File: config.mk
export PLATFORM = sky130hd
export DESIGN_NAME = tcam_rule_loader
export DESIGN_NICKNAME = d
export VERILOG_FILES = /design/src/rtl/tcam_rule_loader.sv
export SDC_FILE = /design/constraint.sdc
export NUM_CORES = 1
export LEC_CHECK = 0
export CAP_MARGIN = 20
export CORE_ASPECT_RATIO = 0.75
export CORE_MARGIN = 8
export CORE_UTILIZATION = 51
export CTS_CLUSTER_SIZE = 40
export DETAILED_ROUTE_END_ITERATION = 10
export PLACE_DENSITY = 0.76
export REMOVE_ABC_BUFFERS = 1
export SYNTH_ARGS = -nofsm -noshare
export SYNTH_HDL_FRONTEND = slang
export SYNTH_SLANG_ARGS = --single-unit
File: constraint.sdc
create_clock -name clk -period 4.3 [get_ports clk]
set_input_delay 1.075 -clock clk [delete_from_list [all_inputs] [get_ports clk]]
set_output_delay 1.075 -clock clk [all_outputs]
set_load 0.005 [all_outputs]
File: src/rtl/tcam_rule_loader.sv
// Queues host rule records in a 4-deep FIFO and drives each into the TCAM set port,
// holding enable until done (after a minimum hold) or timeout, then one idle gap cycle.
module tcam_rule_loader #(
  parameter int KWID     = 104,
  parameter int MASKWID  = KWID/8,
  parameter int PRIOR    = 8,
  parameter int IDWID    = 8,
  parameter int TOTALWID = KWID+MASKWID+PRIOR,
  parameter int MIN_EN   = 2,
  parameter int TIMEOUT  = 64
) (
  input  logic                clk,
  input  logic                rst,
  input  logic                i_Rule_Valid,
  input  logic [TOTALWID-1:0] i_Rule_String,
  input  logic [IDWID-1:0]    i_Rule_ID,
  output logic                o_Rule_Ready,
  output logic                o_Set_Enable,
  output logic [TOTALWID-1:0] o_Set_String,
  output logic [IDWID-1:0]    o_Set_ID,
  input  logic                i_Set_Done,
  output logic                o_Busy,
  output logic [IDWID:0]      o_Loaded_Cnt,
  output logic                o_Err,
  input  logic                i_Err_Clr
);

  localparam int EW = TOTALWID + IDWID;
  localparam int CW = $clog2(TIMEOUT + 1);
  localparam logic [CW-1:0] MIN_M1 = CW'(MIN_EN - 1);
  localparam logic [CW-1:0] TO_M1  = CW'(TIMEOUT - 1);

  typedef enum logic [1:0] {IDLE, DRIVE, GAP} state_t;

  state_t          state, state_nx;
  logic [EW-1:0]   mem [4];
  logic [1:0]      wr_ptr, rd_ptr;
  logic [2:0]      occ;
  logic [CW-1:0]   hcnt;
  logic            push, pop, done_ok, expire;

  assign o_Rule_Ready = (occ != 3'd4);
  assign push         = i_Rule_Valid && o_Rule_Ready;
  assign o_Set_Enable = (state == DRIVE);
  assign o_Busy       = (occ != 3'd0) || (state != IDLE);

  always_ff @(posedge clk or negedge rst) begin
    if (!rst) state <= IDLE;
    else      state <= state_nx;
  end

  // Done before the minimum hold is ignored; done beats a coincident timeout.
  always_comb begin
    state_nx = state;
    pop      = 1'b0;
    done_ok  = 1'b0;
    expire   = 1'b0;
    case (state)
      IDLE: begin
        if (occ != 3'd0) begin
          pop      = 1'b1;
          state_nx = DRIVE;
        end
      end
      DRIVE: begin
        if (i_Set_Done && (hcnt >= MIN_M1)) begin
          done_ok  = 1'b1;
          state_nx = GAP;
        end else if (hcnt == TO_M1) begin
          expire   = 1'b1;
          state_nx = GAP;
        end
      end
      GAP:     state_nx = IDLE;
      default: state_nx = IDLE;
    endcase
  end

  always_ff @(posedge clk) begin
    if (push) mem[wr_ptr] <= {i_Rule_String, i_Rule_ID};
  end

  always_ff @(posedge clk or negedge rst) begin
    if (!rst) begin
      wr_ptr <= '0;
      rd_ptr <= '0;
      occ    <= '0;
    end else begin
      if (push) wr_ptr <= wr_ptr + 2'd1;
      if (pop)  rd_ptr <= rd_ptr + 2'd1;
      case ({push, pop})
        2'b10:   occ <= occ + 3'd1;
        2'b01:   occ <= occ - 3'd1;
        default: occ <= occ;
      endcase
    end
  end

  always_ff @(posedge clk or negedge rst) begin
    if (!rst) begin
      o_Set_String <= '0;
      o_Set_ID     <= '0;
      hcnt         <= '0;
      o_Loaded_Cnt <= '0;
      o_Err        <= 1'b0;
    end else begin
      if (pop) begin
        {o_Set_String, o_Set_ID} <= mem[rd_ptr];
        hcnt <= '0;
      end else if (state == DRIVE) begin
        hcnt <= hcnt + 1'b1;
      end
      if (done_ok && (o_Loaded_Cnt != '1)) o_Loaded_Cnt <= o_Loaded_Cnt + 1'b1;
      if (expire)         o_Err <= 1'b1;
      else if (i_Err_Clr) o_Err <= 1'b0;
    end
  end

endmodule
==> results.sh <==
export IMPL_num_nets_final=1576
export IMPL_max_freq_ghz=0.322
export IMPL_rr_startpoint="state[1]"
export IMPL_worstSetupStartpointType="flop"
export IMPL_path_cells="or3b_1, clkdlybuf4s50_1"
export IMPL_die_x_um=277
export IMPL_finalCritPeriodShare=0.721
export IMPL_endpoint_kind="output port"
export IMPL_syn_area_um2=26100
export IMPL_swShare=0.273
export IMPL_synth_compound_area_share=0.00605
export IMPL_place_hpwl_mm=30.2
export IMPL_ioPinCount=284
export IMPL_antenna_left=0
export IMPL_critPathKind="flop to output port"
export IMPL_grt_pass1_vias=12679
export IMPL_core_um2=50300
export IMPL_drv_slew=0
export IMPL_nFillCells=3396
export IMPL_cts_tree="yes"
export IMPL_synth_avg_cell_area_um2=23.6
export IMPL_antenna_found_initial=11
export IMPL_cell_internal_pwr_mw=17.0
export IMPL_skew_ps=24.4
export IMPL_drc_errors=0
export IMPL_combinationalPowerShare=0.333
export IMPL_synth_warnings=0
export IMPL_crit_path_max_fanout=6
export IMPL_final_common_cell="edfxtp_1"
export IMPL_grt_pass1_wl_mm=78.8
export IMPL_synthMuxAreaShare=0.191
export IMPL_cts_repair_resized=0
export IMPL_crit_end="o_Rule_Ready"
export IMPL_synthAdderAreaFrac=0.00509
export IMPL_switchingPower_mw=6.36
export IMPL_initial_core_util=0.518
export IMPL_vias_per_cell=5.49
export IMPL_vias=11737
export IMPL_syn_to_final_growth_pct=21.7
export IMPL_rrSetupSlack_ps=1670
export IMPL_ys_seq_area_frac=0.765
export IMPL_vdd_ir_drop_worst_mv=0.614
export IMPL_seq_power_share=0.426
export IMPL_cts_hold_buf=0
export IMPL_multiInputGateArea_um2=5640
export IMPL_rsz0062_at_grt="no"
export IMPL_dieHeight_um=212
export IMPL_synth_xor_area_frac=0.00437
export IMPL_overflow=0
export IMPL_cp_required_ps=3220
export IMPL_setup_violations=0
export IMPL_worstSkewPairLatency_ps=590
export IMPL_cts_root_buffer="clkbuf_16"
export IMPL_leakagePower_nw=11.2
export IMPL_hold_path_class="input port to async pin"
export IMPL_drv_cap=0
export IMPL_placed_cells=2017
export IMPL_diodes=0
export IMPL_critical_path_arrival_ps=2030
export IMPL_cts_sinks=691
export IMPL_worstRegToRegCells=5
export IMPL_final_layout_size_suffix_gt1_frac=0.267
export IMPL_fin_cells=2136
export IMPL_routedWlPerCell_um=24.0
export IMPL_grtUsageTotal=0.176
export IMPL_status="finished, final reports clean"
export IMPL_hold_viol=0
export IMPL_grt_max_degree=101
export IMPL_synth_cells=1106
export IMPL_layout_common_cells="532 x edfxtp_1, 282 x clkdlybuf4s50_1, 157 x dfrtp_1"
export IMPL_cts_buffers_inserted=66
export IMPL_drtPass1Iterations=5
export IMPL_power_density_nw_per_um2=735
export IMPL_crit_slowest_cell="or3b_1"
export IMPL_yosysUniqueCellTypes=44
export IMPL_place_area_um2=29600
export IMPL_tightest_slew_ps=955
export IMPL_fin_crit_ps=3100
export IMPL_slew_headroom=0.363
export IMPL_power_share_clock=0.241
export IMPL_timing_rr_end="o_Set_String[42]"
export IMPL_stdcell_area_um2=31700
export IMPL_synth_simple_area_share=0.00912
export IMPL_startpoint="occ[0]"
export IMPL_wirelength_mm=51.3
export IMPL_ys_seq_elements=691
export IMPL_worst_path_largest_cell_delay_ps=520
export IMPL_gp_congestion=0.737
export IMPL_die_area_um2=58700
export IMPL_seq_area_um2=20000
export IMPL_clk_pin_slew_worst_paths_ps=70
export IMPL_port_buffers=283
export IMPL_detail_route_iter0_violations=905
export IMPL_synth_top_family_by_area="multiplexers"
export IMPL_post_cts_buffers=0
export IMPL_clockBufferDepth=3
export IMPL_core_rowCount=71
export IMPL_cts_htree_levels=3
-- synth_stat cells, drive strengths merged --
cell type	count	share of area
or4	1	0.00029
mux4	133	0.11
or3b	1	0.00034
nor2	3	0.00043
nand4	1	0.00024
and3	4	0.00096
o31ai	2	0.00058
nor3	2	0.00038
a2111oi	3	0.0010
o22ai	2	0.00048
a21oi	6	0.0012
o2bb2ai	1	0.00034
mux2i	2	0.00077
nand4b	1	0.00034
xor2	9	0.0030
edfxtp	532	0.61
inv	14	0.0020
clkbuf	8	0.0012
xnor2	4	0.0013
o21a	1	0.00029
dfrtp	159	0.15
a31o	1	0.00034
fa	1	0.00077
mux2	136	0.075
a21boi	1	0.00029
or3	4	0.0012
nor4	2	0.00096
o21ai	2	0.00038
and2	1	0.00024
ha	9	0.0043
nand3	7	0.0013
nand2	7	0.0013
buf	38	0.016
o32ai	1	0.00034
a211oi	3	0.00086
nand2b	3	0.00072
nand4bb	1	0.00043
-- layer usage --
metal,vias to the layer above,global-route usage,share of wire
met4,22,0.0424,0.017
met3,82,0.0576,0.072
li1,5161,-,-
met5,-,0,0.0027
met1,6129,0.244,0.44
met2,343,0.271,0.47
-- kinds of logic (layout without fill, tap and decap cells) --
group	count (synthesis)	in the layout
flip-flops	691	691
multiplexers	271	271
buffers and inverters	60	433
AND/OR/NAND/NOR	38	38
AO/OA/AOI/OAI	23	23
XOR/XNOR	13	13
adder cells (fa/ha/maj)	10	10
-- flip-flops by register name, summed over array words and instances (netlist names), 2 cells and up --
name,cells
mem,532
o_Set_String,125
o_Loaded_Cnt,9
o_Set_ID,8
hcnt,7
occ,3
rd_ptr,2
state,2
wr_ptr,2
-- worst min-delay path by stage --
stage / from / endpoint / slack (ps) / cells past startpoint
after floorplan: occ[2] / occ[2] / 480 / 1
after global placement: o_Loaded_Cnt[6] / o_Loaded_Cnt[6] / 490 / 1
after detailed placement: o_Loaded_Cnt[6] / o_Loaded_Cnt[6] / 490 / 1
after CTS: rst / o_Set_String[23] / 450 / 1
after global routing: rst / o_Set_String[69] / 480 / 1
final: rst / o_Set_String[52] / 460 / 1
-- metrics by stage --
stage | worst slack, ps | TNS, ps | hold WS (ps) | utilization | total power [mW]
after CTS | 1140 | 0 | 453 | 0.631 | 23.7
final | 1200 | 0 | 465 | 0.631 | 23.3
after floorplan | -1910 | -457180 | 476 | - | 15.3
after global placement | 1360 | 0 | 486 | 0.589 | 17.8
after global routing | 1100 | 0 | 481 | 0.631 | 24.4
after detailed placement | 1300 | 0 | 493 | 0.589 | 18.0
-- worst max-delay path: cells and delay by family (launching register included) --
kind / cells / cell delay, ps
and+or+nand+nor: 1 / 520
buffers and inverters: 1 / 510
DFF: 1 / 430
-- cell type report --
class                           instances  share of cell area
Sequential cell                       691               0.629
Multi-Input combinational cell        355               0.178
Timing Repair Buffer                  300              0.0985
Clock buffer                           97              0.0609
Tap cell                              657              0.0259
Clock inverter                         22             0.00572
Inverter                               14             0.00189
-- power by group through the flow --
stage / Clock [mW] / Combinational, mW / Sequential (mW)
3_3_place_gp: 0 / 7.79 / 9.99
5_1_grt: 6.01 / 8.31 / 10.1
6_report: 5.61 / 7.77 / 9.94
4_1_cts: 5.76 / 7.94 / 9.98
2_1_floorplan: 0 / 4.94 / 10.4
3_5_place_dp: 0 / 7.88 / 10.1
No activity file was read; power rests on OpenSTA's default activity.
